[src/rtl/layer1_sequencer_pkg.sv]
// Shared definitions for the Layer-1 sequencer: network geometry defaults,
// FSM state encoding and the registered control payload.
package layer1_sequencer_pkg;

    // Network geometry (one weight row holds every ReLU node's weight).
    localparam int unsigned RELU_NODES          = 4;
    localparam int unsigned LAYER_1_BIT_WIDTH   = 8;
    localparam int unsigned W_BUS_DEFAULT       = RELU_NODES * LAYER_1_BIT_WIDTH;

    // Pass geometry defaults.
    localparam int unsigned N_INPUTS_DEFAULT    = 784;
    localparam int unsigned ADDR_WIDTH_DEFAULT  = 10;
    localparam int unsigned ROM_LATENCY_DEFAULT = 1;

    typedef enum logic [2:0] {
        ST_IDLE  = 3'd0,
        ST_BIAS  = 3'd1,
        ST_CLEAR = 3'd2,
        ST_ACCUM = 3'd3,
        ST_DRAIN = 3'd4,
        ST_DONE  = 3'd5
    } seq_state_e;

    // Registered control strobes toward pStore and the network FSM.
    typedef struct packed {
        logic acc_clr;
        logic bias_write_enable;
        logic busy;
        logic done;
    } seq_ctrl_t;

    // Width of a counter that must reach n-1 (at least one bit).
    function automatic int unsigned cnt_width(input int unsigned n);
        return (n > 1) ? $clog2(n) : 1;
    endfunction

endpackage

[src/rtl/layer1_sequencer_if.sv]
// Bundle of the sequencer's handshake (network FSM side) and datapath
// (weight ROM / pStore side) signals.
//   slave  : the sequencer itself
//   master : the surrounding network FSM / ROM / pStore environment
interface layer1_sequencer_if
    import layer1_sequencer_pkg::*;
#(
    parameter int unsigned ADDR_WIDTH = ADDR_WIDTH_DEFAULT,
    parameter int unsigned W_BUS      = W_BUS_DEFAULT
) ();

    // network FSM handshake
    logic                  start;
    logic                  load_bias;
    logic                  abort;
    logic                  busy;
    logic                  done;
    // weight ROM / pixel source
    logic [ADDR_WIDTH-1:0] weight_addr;
    logic [W_BUS-1:0]      rom_weights;
    logic                  pixel_in;
    // pStore bank
    logic [W_BUS-1:0]      weights_out_c;
    logic                  acc_clr;
    logic                  bias_write_enable;

    modport slave (
        input  start, load_bias, abort, rom_weights, pixel_in,
        output busy, done, weight_addr, weights_out_c, acc_clr, bias_write_enable
    );

    modport master (
        output start, load_bias, abort, rom_weights, pixel_in,
        input  busy, done, weight_addr, weights_out_c, acc_clr, bias_write_enable
    );

endinterface

[src/rtl/layer1_valid_pipe.sv]
// DEPTH-deep valid shift register that aligns an "address issued" flag with
// data returning from a fixed-latency memory. flush_i clears every stage.
// Ports:
//   clk, rst_n : clock, asynchronous active-low reset
//   flush_i    : synchronous clear of all stages
//   valid_i    : flag for the address issued this cycle
//   valid_o    : flag delayed by DEPTH cycles
module layer1_valid_pipe #(
    parameter int unsigned DEPTH = 1
) (
    input  logic clk,
    input  logic rst_n,
    input  logic flush_i,
    input  logic valid_i,
    output logic valid_o
);

    logic [DEPTH-1:0] pipe_q;

    // Shift toward the MSB; a flush wins over the shift.
    always_ff @(posedge clk or negedge rst_n) begin
        if (!rst_n) begin
            pipe_q <= '0;
        end else if (flush_i) begin
            pipe_q <= '0;
        end else begin
            pipe_q[0] <= valid_i;
            for (int k = 1; k < int'(DEPTH); k++) begin
                pipe_q[k] <= pipe_q[k-1];
            end
        end
    end

    assign valid_o = pipe_q[DEPTH-1];

endmodule

[src/rtl/layer1_sequencer.sv]
// Sequences one Layer-1 inference pass through the pStore accumulator bank:
// optional bias strobe, accumulator clear, then one weight ROM address per
// input pixel, with weights passed to pStore only for set pixels.
// Ports:
//   clk, rst_n : clock, asynchronous active-low reset
//   seq_if     : slave side of layer1_sequencer_if
//                start/load_bias/abort in, busy/done out (network FSM)
//                weight_addr out, rom_weights/pixel_in in (ROM, ROM_LATENCY late)
//                weights_out_c/acc_clr/bias_write_enable out (pStore)
module layer1_sequencer
    import layer1_sequencer_pkg::*;
#(
    parameter int unsigned N_INPUTS    = N_INPUTS_DEFAULT,
    parameter int unsigned ADDR_WIDTH  = ADDR_WIDTH_DEFAULT,
    parameter int unsigned ROM_LATENCY = ROM_LATENCY_DEFAULT,
    parameter int unsigned W_BUS       = W_BUS_DEFAULT
) (
    input  logic                  clk,
    input  logic                  rst_n,
    layer1_sequencer_if.slave     seq_if
);

    localparam int unsigned           CNT_W      = cnt_width(ROM_LATENCY);
    localparam logic [ADDR_WIDTH-1:0] LAST_ADDR  = ADDR_WIDTH'(N_INPUTS - 1);
    localparam logic [CNT_W-1:0]      LAST_DRAIN = CNT_W'(ROM_LATENCY - 1);

    seq_state_e            state_q;
    seq_ctrl_t             ctrl_q;
    logic [ADDR_WIDTH-1:0] weight_addr_q;
    logic [ADDR_WIDTH-1:0] weight_addr_d;
    logic [CNT_W-1:0]      drain_cnt_q;
    logic                  abort_c;
    logic                  gate_c;

    // Abort only matters while a pass is in flight.
    assign abort_c = seq_if.abort && (state_q != ST_IDLE);

    // Address advances but never wraps past the last pixel.
    assign weight_addr_d = (weight_addr_q == LAST_ADDR) ? weight_addr_q
                                                        : weight_addr_q + ADDR_WIDTH'(1);

    // Pass control FSM; strobes are registered alongside the state.
    always_ff @(posedge clk or negedge rst_n) begin
        if (!rst_n) begin
            state_q       <= ST_IDLE;
            ctrl_q        <= '0;
            weight_addr_q <= '0;
            drain_cnt_q   <= '0;
        end else begin
            ctrl_q.acc_clr           <= 1'b0;
            ctrl_q.bias_write_enable <= 1'b0;
            ctrl_q.done              <= 1'b0;
            if (abort_c) begin
                state_q     <= ST_IDLE;
                ctrl_q.busy <= 1'b0;
            end else begin
                unique case (state_q)
                    ST_IDLE: begin
                        if (seq_if.start) begin
                            ctrl_q.busy <= 1'b1;
                            if (seq_if.load_bias) begin
                                state_q                  <= ST_BIAS;
                                ctrl_q.bias_write_enable <= 1'b1;
                            end else begin
                                state_q        <= ST_CLEAR;
                                ctrl_q.acc_clr <= 1'b1;
                            end
                        end
                    end
                    ST_BIAS: begin
                        state_q        <= ST_CLEAR;
                        ctrl_q.acc_clr <= 1'b1;
                    end
                    ST_CLEAR: begin
                        state_q       <= ST_ACCUM;
                        weight_addr_q <= '0;
                    end
                    ST_ACCUM: begin
                        weight_addr_q <= weight_addr_d;
                        if (weight_addr_q == LAST_ADDR) begin
                            state_q     <= ST_DRAIN;
                            drain_cnt_q <= '0;
                        end
                    end
                    ST_DRAIN: begin
                        // Wait until the last issued row has reached pStore.
                        if (drain_cnt_q == LAST_DRAIN) begin
                            state_q     <= ST_DONE;
                            ctrl_q.done <= 1'b1;
                        end else begin
                            drain_cnt_q <= drain_cnt_q + CNT_W'(1);
                        end
                    end
                    ST_DONE: begin
                        state_q     <= ST_IDLE;
                        ctrl_q.busy <= 1'b0;
                    end
                    default: begin
                        state_q     <= ST_IDLE;
                        ctrl_q.busy <= 1'b0;
                    end
                endcase
            end
        end
    end

    // Gate is high exactly when ROM data for an issued address is present.
    layer1_valid_pipe #(
        .DEPTH   (ROM_LATENCY)
    ) u_valid_pipe (
        .clk     (clk),
        .rst_n   (rst_n),
        .flush_i (abort_c),
        .valid_i (state_q == ST_ACCUM),
        .valid_o (gate_c)
    );

    // pStore adds on every edge, so zeroing the bus is the only hold.
    assign seq_if.weights_out_c     = (gate_c && seq_if.pixel_in) ? seq_if.rom_weights
                                                                  : W_BUS'(0);
    assign seq_if.weight_addr       = weight_addr_q;
    assign seq_if.acc_clr           = ctrl_q.acc_clr;
    assign seq_if.bias_write_enable = ctrl_q.bias_write_enable;
    assign seq_if.busy              = ctrl_q.busy;
    assign seq_if.done              = ctrl_q.done;

endmodule

[src/flat_wrapper.sv]
// flat-port wrapper written by rule: the top's interface ports become plain ports
module layer1_sequencer_flat import layer1_sequencer_pkg::*;
#(
    parameter int unsigned N_INPUTS    = N_INPUTS_DEFAULT,
    parameter int unsigned ADDR_WIDTH  = ADDR_WIDTH_DEFAULT,
    parameter int unsigned ROM_LATENCY = ROM_LATENCY_DEFAULT,
    parameter int unsigned W_BUS       = W_BUS_DEFAULT
)
  (clk, rst_n, seq_if_start, seq_if_load_bias, seq_if_abort, seq_if_rom_weights, seq_if_pixel_in, seq_if_busy, seq_if_done, seq_if_weight_addr, seq_if_weights_out_c, seq_if_acc_clr, seq_if_bias_write_enable);
  layer1_sequencer_if #(.ADDR_WIDTH(ADDR_WIDTH), .W_BUS(W_BUS)) seq_if_i ();
  input  logic clk;
  input  logic rst_n;
  input wire logic [$bits(seq_if_i.start)-1:0] seq_if_start;
  input wire logic [$bits(seq_if_i.load_bias)-1:0] seq_if_load_bias;
  input wire logic [$bits(seq_if_i.abort)-1:0] seq_if_abort;
  input wire logic [$bits(seq_if_i.rom_weights)-1:0] seq_if_rom_weights;
  input wire logic [$bits(seq_if_i.pixel_in)-1:0] seq_if_pixel_in;
  output wire logic [$bits(seq_if_i.busy)-1:0] seq_if_busy;
  output wire logic [$bits(seq_if_i.done)-1:0] seq_if_done;
  output wire logic [$bits(seq_if_i.weight_addr)-1:0] seq_if_weight_addr;
  output wire logic [$bits(seq_if_i.weights_out_c)-1:0] seq_if_weights_out_c;
  output wire logic [$bits(seq_if_i.acc_clr)-1:0] seq_if_acc_clr;
  output wire logic [$bits(seq_if_i.bias_write_enable)-1:0] seq_if_bias_write_enable;
  assign seq_if_i.start = seq_if_start;
  assign seq_if_i.load_bias = seq_if_load_bias;
  assign seq_if_i.abort = seq_if_abort;
  assign seq_if_i.rom_weights = seq_if_rom_weights;
  assign seq_if_i.pixel_in = seq_if_pixel_in;
  assign seq_if_busy = seq_if_i.busy;
  assign seq_if_done = seq_if_i.done;
  assign seq_if_weight_addr = seq_if_i.weight_addr;
  assign seq_if_weights_out_c = seq_if_i.weights_out_c;
  assign seq_if_acc_clr = seq_if_i.acc_clr;
  assign seq_if_bias_write_enable = seq_if_i.bias_write_enable;
  layer1_sequencer #(.N_INPUTS(N_INPUTS), .ADDR_WIDTH(ADDR_WIDTH), .ROM_LATENCY(ROM_LATENCY), .W_BUS(W_BUS)) u_core (.clk(clk), .rst_n(rst_n), .seq_if(seq_if_i));
endmodule
[config.mk]
export PLATFORM = sky130hd
export DESIGN_NAME = layer1_sequencer_flat
export DESIGN_NICKNAME = d
export VERILOG_FILES = /design/src/rtl/layer1_sequencer_pkg.sv /design/src/rtl/layer1_sequencer_if.sv /design/src/rtl/layer1_valid_pipe.sv /design/src/rtl/layer1_sequencer.sv /design/src/flat_wrapper.sv
export SDC_FILE = /design/constraint.sdc
export NUM_CORES = 1
export LEC_CHECK = 0
export CAP_MARGIN = 20
export CORE_MARGIN = 5
export CORE_UTILIZATION = 36
export CTS_BUF_LIST = sky130_fd_sc_hd__clkbuf_4 sky130_fd_sc_hd__clkbuf_8
export DETAILED_ROUTE_END_ITERATION = 10
export PLACE_DENSITY_LB_ADDON = 0.12
export SYNTH_ARGS = -nofsm -noshare
export SYNTH_HDL_FRONTEND = slang
export SYNTH_SLANG_ARGS = --single-unit
[constraint.sdc]
create_clock -name clk -period 1.97 [get_ports clk]
set_input_delay 0.197 -clock clk [delete_from_list [all_inputs] [get_ports clk]]
set_output_delay 0.197 -clock clk [all_outputs]
set_load 0.01 [all_outputs]
# Word-level counts from Yosys, hierarchy flattened
# Index checks and enable logic that the tools add are counted.
# word_totals
output_inout_bits	46
wordCells	57
reg_bits	19
# classes
eq_ne	11
n_reduce_logical	11
addsub	2
bitwise	1
n_mux	24
# op_table
operator	n
$mux 32	1
$pmux 10 s2	1
$mux 3	5
$pmux 3 s5	1
$add 10x1->10 const B	1
$eq 10x10->1 const B	1
$mux 1	10
$mux 10	1
$reduce_and 3->1	3
$eq 3x2->1 const B	2
$pmux 1 s2	3
$mux 2	2
$ne 2x1->1 const B	2
$reduce_bool 2->1	2
$reduce_or 4->1	1
$eq 3x1->1 const B	1
$eq 3x3->1 const B	1
$logic_not 3->1	1
$ne 3x1->1 const B	1
$ne 3x2->1 const B	1
$ne 3x3->1 const B	1
$reduce_bool 3->1	1
$logic_and 1x1->1	2
$ne 2x2->1 const B	1
3 further kinds	3

# Depth between registers and ports, before layout
# Gate-level depths: netlist (run 1).
# logic_depth
ltp_word	4
depth_mapped	6
ltp_nobuf	5

# By module
# From an unflattened synthesis (run 1), not the netlist that was laid out.
# hier_totals
hier_cells	136
area_unflattened_um2	1188.6
# by_module_without_submodules
module	cells_each	seq_area_each_um2	instances	area_each_um2
layer1_sequencer	134	425.4	1	1149.9
layer1_valid_pipe	2	25.0	1	38.8

# Worst setup path before layout (run 1)
# OpenSTA, ideal clock, no wires.
# synth_path
kind	flip-flop to flip-flop
startpoint	reg u_core.weight_addr_q[0], in the netlist u_core.seq_if.weight_addr[0]
endpoint	reg u_core.weight_addr_q[6], in the netlist u_core.seq_if.weight_addr[6]
period_less_slack_ns	1.784
setup_time_ns	0.121
t_arrival_ns	1.663
n_path_buf	1
path_stages_with_launch	7
path_slack_ns	0.186
cell_sequence	dfrtp_1 > ha_1 > nand4b_1 > or3_1 > buf_6 > and2_4 > a22o_1
# synth_between
elab_chain_len	3
word_cells_on_any_way	6
cone_classes	add/sub (1); eq/ne (2); mux (2); reduce/logical (1)
# synth_lines
item	line_no	source
start: declaration	layer1_sequencer.sv:29	logic [ADDR_WIDTH-1:0] weight_addr_q;
start signal: assignment	layer1_sequencer.sv:79	weight_addr_q <= weight_addr_d;
$add 10x1->10 / $eq 10x10->1 (equally long branches)	layer1_sequencer.sv:40, layer1_sequencer.sv:39	
$mux 10 / $ne 2x2->1 (equally long branches)	n/a	
$pmux 10 s2 / $reduce_and 3->1 (equally long branches)	n/a	
# Several ways; a longest one is shown, not always the timed one. The select of a mux whose other input is x is not followed.
# A chain may end at the register's enable or synchronous reset.

# Worst setup path after layout (run 1)
# layout_path
startpoint	reg u_core.u_valid_pipe.pipe_q, in the netlist u_core.u_valid_pipe.valid_o
endpoint	out seq_if_weights_out_c[18]
# layout_between
elab_chain_len	2
# layout_lines
item	line_no	source
start: declaration	layer1_valid_pipe.sv:18	logic [DEPTH-1:0] pipe_q;
start signal: indexed assignment	layer1_valid_pipe.sv:29	pipe_q[k] <= pipe_q[k-1];
$logic_and 1x1->1	layer1_sequencer.sv:119	assign seq_if.weights_out_c = (gate_c && seq_if.pixel_in) ? seq_if.rom_weights
$mux 32	layer1_sequencer.sv:119	
end: declaration	flat_wrapper.sv:21	output wire logic [$bits(seq_if_i.weights_out_c)-1:0] seq_if_weights_out_c;
# No other way between the ends.

==> metrics.txt, run 1 <==
delay of the slowest cell on the worst path=550 ps; final setup skew=14.5 ps; cts hold-fix bufs=0; max-slew violations=0; GRT Residual Overflow=0; fin crit share=roughly 90%; initial antenna violation count=0; MaxCap Viol Count=0; DRC viols=0; mean post-synth cell area=8.63 um2; Antenna Nets Post-Route=0; CP endpoint kind=output port; distinct cell type count after synthesis=40; Finished Cell Area=2160 um2; post-synthesis instance total=141; Fmax=~560 MHz; area leader, netlist=dfrtp_1; switching part of the total=approximately a third; DRT iter0 DRCs=70; Cell Pwr Density=597 nW/um2; post-cts resize count=0; Yosys top cell area share=37.0%; Seq cells post-synth=18; Final #Nets=265; worst-skew pair later-pin latency=about 300 ps; CP arrival=1590 ps; core area=3310 um2; clock group share of total power=18.2%; clock-pin slew on the worst setup and hold paths=120 ps; CTS root buf=clkbuf_4; Fill cells=around 290; LEAKAGE=0.000958 uW; via density per instance=5.32; Final Hold Viols=0; RSZ-0062 raised after global routing=false; Slew headroom=67.8%; CTS tree=yes; clock sink total=18; sequential area share after synthesis=37.0%; Post-Route Setup TNS=0 ps; Synth Flop Type=dfrtp_1; Vias=between 1000 and 1500; final period demand of the worst path=between 1500 and 2000 ps; crit-path max FO=20; pin count of the biggest net entering global routing=33; most area-consuming cells after synthesis=dfrtp_1 (37%), and3_1 (19%), o21ai_0 (3.7%); DIE WIDTH=68.1 um; Initial Utilization=36.7%; Rows=21; H-tree levels=1; Worst Path Class, Setup=flop to output port; share of cells above drive strength 1=8.44%; Peak VDD IR=around 560 uV; total iterations of the first detailed-routing run=4; number of synthesized flops with an enable pin=0; die height=68.1 um; Max Buffers Root-to-Sink=2; placed inst area=2130 um2; die area=between 4000 and 5000 um2; first-pass GRT wire length=6.42 mm; sw power=445 uW; critical path launch point type=flop; average wire per standard cell=15.9 um; Layout area overhead=77.8%; final WL=around 4.3 mm; total track usage=18.0%; GPL Wtd Cong=0.984; slowest CP cell=clkdlybuf4s50_1; Combinational Power Share=between 40% and 50%; Post-CTS Setup Bufs=0; hpwl dp=3.47 mm; Hold/Removal Path Class=input pin to asynchronous set/reset pin; Reg power frac=between 40 and 50%; Mapped Area=1220 um2; total CTS buffers=3; worst-margin pin slew=~480 ps; CP Data Required Time=1770 ps; Commonest cells post-synth=and3_1 (36), dfrtp_1 (18), o21ai_0 (9), clkbuf_1 (8), nand2_1 (8); count leader, synth=and3_1; diodes inserted=0; status=finished, final reports clean; setup violators final=0; syn nets=180; I/O Buffers=83; I/O pins=84; Critical Path, Cell by Cell=buf_4 > and3_1 > clkdlybuf4s50_1; Async SR Flop Fraction=100%; YS warnings=0; Pint=847 uW; vias in the first global route=1334
## power groups by stage
stage          Combinational [uW]  Clock [uW]  Sequential [uW]
3_5_place_dp                  539           0              524
6_report                      538         234              519
4_1_cts                       542         237              517
5_1_grt                       588         258              535
3_3_place_gp                  537           0              521
2_1_floorplan                 285           0              503
## state kept, by name, summed over array words and instances, names as in the netlist
signal,cells
u_core.seq_if.weight_addr,10
u_core.state_q,3
u_core.seq_if.acc_clr,1
u_core.seq_if.bias_write_enable,1
u_core.seq_if.busy,1
u_core.seq_if.done,1
u_core.u_valid_pipe.valid_o,1
## area by class of cell
class,count,area [um2],share of cell area [%]
clock buffer,4,36.3,1.68
inverter,6,22.5,1.04
multi-input combinational,106,692,32.0
sequential,18,450,20.8
tap,46,57.6,2.66
timing repair buffer,91,903,41.8
## critical path, delay by kind of cell (launching register included)
| kind | cells | cell delay, ps |
|---|---|---|
| buffers and inverters | 2 | 750 |
| and+or+nand+nor | 1 | 180 |
| DFF | 1 | 360 |
## layout by cell type, fill, tap and decap left out, types with 2 or more instances in the layout
cell	instances
nand4_1	2
nand2_1	8
o31ai_1	2
nand3_1	5
and3_1	36
nor2_1	6
buf_4	7
clkbuf_4	3
nor3_1	3
dfrtp_1	18
o22ai_1	2
clkdlybuf4s50_1	83
a211oi_1	2
inv_1	6
o21ai_0	9
a22o_1	3
o211ai_1	2
nor3_2	2
a31oi_1	3
a21oi_1	2
## layer usage
layer,vias to the layer above,GRT usage (%),wire [um]
met3,5,4.43,431
met2,66,34.3,2230
li1,694,-,-
met4,0,5.71,42
met5,-,0,0
met1,678,19.1,1610
## kinds of logic (layout without fill, tap and decap cells)
family | Yosys count | after routing | share of synthesized area, %
DFF | 18 | 18 | 37.0
muxes | 1 | 1 | 0.823
AOI/OAI and AO/OA | 31 | 31 | 17.0
buffers and inverters | 17 | 101 | 6.07
and+or+nand+nor | 73 | 73 | 38.1
adders and majority gates | 1 | 1 | 1.03
## through the flow
stage / cells / util (%) / setup WS [ps] / total power (uW) / hold slack [ps]
2_1_floorplan: 141 / - / 186 / 787 / -98.6
5_1_grt: 271 / 65.3 / 65.5 / 1380 / 212
6_report: 271 / 65.3 / 180 / 1290 / 201
4_1_cts: 271 / 65.3 / 167 / 1300 / 208
3_5_place_dp: 267 / 64.2 / 188 / 1060 / 496
3_3_place_gp: 267 / 64.2 / 190 / 1060 / 509
## worst paths after layout
| path | startpoint | end | slack [ps] | depth (start not counted) |
|---|---|---|---|---|
| max reg2reg | u_core.seq_if.weight_addr[0]$_DFFE_PN0P_ | u_core.state_q[0]$_DFFE_PN0P_ | 190 | 5 |
| min in group clk | u_core.seq_if.busy$_DFFE_PN0P_ | u_core.seq_if.busy$_DFFE_PN0P_ | 530 | 2 |
| max in group asynchronous | rst_n | u_core.seq_if.done$_DFF_PN0_ | 1560 | 2 |
| max | u_core.u_valid_pipe.valid_o$_DFF_PN0_ | seq_if_weights_out_c[18] | 180 | 3 |
| min reg2reg | u_core.seq_if.busy$_DFFE_PN0P_ | u_core.seq_if.busy$_DFFE_PN0P_ | 530 | 2 |
| min | rst_n | u_core.seq_if.weight_addr[2]$_DFFE_PN0P_ | 200 | 2 |
Power figures use the tool's default switching activity.
==> run 2: changes to the inputs <==
--- a/config.mk
+++ b/config.mk
@@ -10,6 +10,7 @@
 export CORE_UTILIZATION = 36
 export CTS_BUF_LIST = sky130_fd_sc_hd__clkbuf_4 sky130_fd_sc_hd__clkbuf_8
 export DETAILED_ROUTE_END_ITERATION = 10
+export HOLD_SLACK_MARGIN = 0.08
 export PLACE_DENSITY_LB_ADDON = 0.12
 export SYNTH_ARGS = -nofsm -noshare
 export SYNTH_HDL_FRONTEND = slang
==> results of run 2 <==
Final layout, timing and power as in run 1 (identical DEF).
==> run 3: changes to the inputs <==
--- a/config.mk
+++ b/config.mk
@@ -5,8 +5,9 @@
 export SDC_FILE = /design/constraint.sdc
 export NUM_CORES = 1
 export LEC_CHECK = 0
+export ABC_AREA = 0
 export CAP_MARGIN = 20
-export CORE_MARGIN = 5
+export CORE_MARGIN = 10
 export CORE_UTILIZATION = 36
 export CTS_BUF_LIST = sky130_fd_sc_hd__clkbuf_4 sky130_fd_sc_hd__clkbuf_8
 export DETAILED_ROUTE_END_ITERATION = 10
==> metrics.txt, run 3 (same netlist as run 1, synthesis figures left out) <==
Critical Path, Cell by Cell=buf_4 > and3_1 > clkdlybuf4s50_1; I/O Buffers=83 (unchanged); hpwl dp=3.95 mm (+14%); share of cells above drive strength 1=10.5% (+2.0 points); final setup skew=6.02 ps (-8.49 ps); status=finished, final reports clean; total track usage=14.6% (-3.4 points); Initial Utilization=36.7% (unchanged); DP Worst Slack=153 ps (-34.9 ps); vias in the first global route=1483 (+11%); Peak VDD IR=577 uV (+2.5%); DIE WIDTH=78.1 um (+15%); H-tree levels=1 (unchanged); max-slew violations=0 (unchanged); total CTS buffers=3 (unchanged); clock sink total=18 (unchanged); Layout area overhead=80.3%; die area=6100 um2 (+32%); core area=3310 um2 (unchanged); CTS tree=yes; first-pass GRT wire length=7.54 mm (+18%); via density per instance=5.36 (+0.59%); fin crit share=95.3% (+4.4 points); Worst Path Class, Setup=flop to output port; met3 WL=356 um (-17%); DRC viols=0 (unchanged); cts hold-fix bufs=0 (unchanged); Final Non-Filler Cells=275 (+1.5%); placed inst area=2160 um2 (+1.4%); max FFs per register=10 (unchanged); average wire per standard cell=17.2 um (+7.9%); Post-Route Setup TNS=0 ps (unchanged); GPL Wtd Cong=0.839 (-15%); Fmax=533 MHz (-4.7%); CP endpoint kind=output port; final period demand of the worst path=1880 ps (+87.6 ps); clock-pin slew on the worst setup and hold paths=100 ps (-20 ps); CP Data Required Time=1770 ps (about the same); Antenna Nets Post-Route=0 (unchanged); worst-skew pair later-pin latency=300 ps (about the same); final worst setup slack=92.5 ps (-87.6 ps); delay of the slowest cell on the worst path=560 ps (about the same); crit-path max FO=12 (-40%); GRT Residual Overflow=0 (unchanged); critical path launch point type=flop; Finished Core Util=66.3% (+0.94 points); Finished Cell Area=2190 um2 (+1.4%); Rows=21 (unchanged); CTS root buf=clkbuf_4; met1 WL=1.87 mm (+16%); worst-margin pin slew=449 ps (-30.1 ps); Cells after DPL=271 (+1.5%); Cell Pwr Density=593 nW/um2 (-0.66%); die height=78.1 um (+15%); CP Buf/Inv Count=2 (unchanged); RSZ-0062 raised after global routing=false; Final #Nets=269 (+1.5%); setup violators final=0 (unchanged); Routed met2 length=2.42 mm (+8.4%); leading cell type in the layout, fill and taps excluded=clkdlybuf4s50_1; Final Hold Viols=0 (unchanged); slowest CP cell=clkdlybuf4s50_1; Vias=1473 (+2.1%); pin count of the biggest net entering global routing=33 (unchanged); MaxCap Viol Count=0 (unchanged); Fill cells=277 (-3.5%); Max Buffers Root-to-Sink=2 (unchanged); CP arrival=1680 ps (+90 ps); Hold/Removal Path Class=input pin to asynchronous set/reset pin; initial antenna violation count=0 (unchanged); final WL=4.72 mm (+9.5%); Slew headroom=69.9% (+2.0 points); diodes inserted=0 (unchanged); commonest non-fill, non-tap cells in the layout=clkdlybuf4s50_1 (83), and3_1 (36), dfrtp_1 (17), buf_4 (11), o21ai_0 (9); CP top delay family=buffers and inverters; I/O pins=84 (unchanged); Max Used Layer=met4; DRT iter0 DRCs=56 (-20%); LEAKAGE=0.000978 uW (+2.0%); total iterations of the first detailed-routing run=4 (unchanged)
==> run 3: cell count changes in the layout (fill, tap and decap cells not counted) <==
cell,change
dfrtp_2,+1
buf_4,+4
dfrtp_1,-1
==> run 3: through the flow <==
stage               power, uW  hold WS, ps
floorplan                 787        -98.6
global placement         1070          503
detailed placement       1080          495
CTS                      1320          213
global route             1390          229
finish                   1300          205
==> run 3: cell type report <==
class | instances | area (um2) | area share, %
Clock buffer | 4 | 36.3 | 1.65
Inverter | 6 | 22.5 | 1.03
Multi-Input combinational cell | 106 | 692 | 31.5
Sequential cell | 18 | 452 | 20.6
Tap cell | 46 | 57.6 | 2.62
Timing Repair Buffer | 95 | 933 | 42.6
==> run 3: layer usage <==
metal / global-route usage [%] / vias to the layer above
li1: - / 702
met4: 4.30 / 0
met2: 27.2 / 77
met1: 15.8 / 687
met3: 3.87 / 7
met5: 0 / -
==> run 3: final timing paths <==
check / startpoint / endpoint / slack [ps] / cells after the start
max: u_core.u_valid_pipe.valid_o$_DFF_PN0_ / seq_if_weights_out_c[20] / 90 / 3
min: rst_n / u_core.seq_if.busy$_DFFE_PN0P_ / 210 / 2
max reg2reg: u_core.seq_if.weight_addr[0]$_DFFE_PN0P_ / u_core.seq_if.weight_addr[6]$_DFFE_PN0P_ / 150 / 5
min reg2reg: u_core.seq_if.busy$_DFFE_PN0P_ / u_core.seq_if.busy$_DFFE_PN0P_ / 520 / 2
max in group asynchronous: rst_n / u_core.u_valid_pipe.valid_o$_DFF_PN0_ / 1560 / 2
min in group clk: seq_if_load_bias / u_core.seq_if.bias_write_enable$_DFF_PN0_ / 510 / 2
==> run 3: report_power, final <==
part           switching, uW  total, uW  leakage (uW)  internal, uW
Sequential              81.8        520      0.000242           438
Combinational            248        551      0.000714           302
Clock                    118        231     0.0000210           113
Total                    448       1300      0.000978           853
==> run 3: timing repair <==
| action | CTS | global route |
|---|---|---|
| buffers inserted | 0 | 0 |
| gates resized for setup | 1 | 0 |
| endpoints found under the setup margin | 1 | 0 |
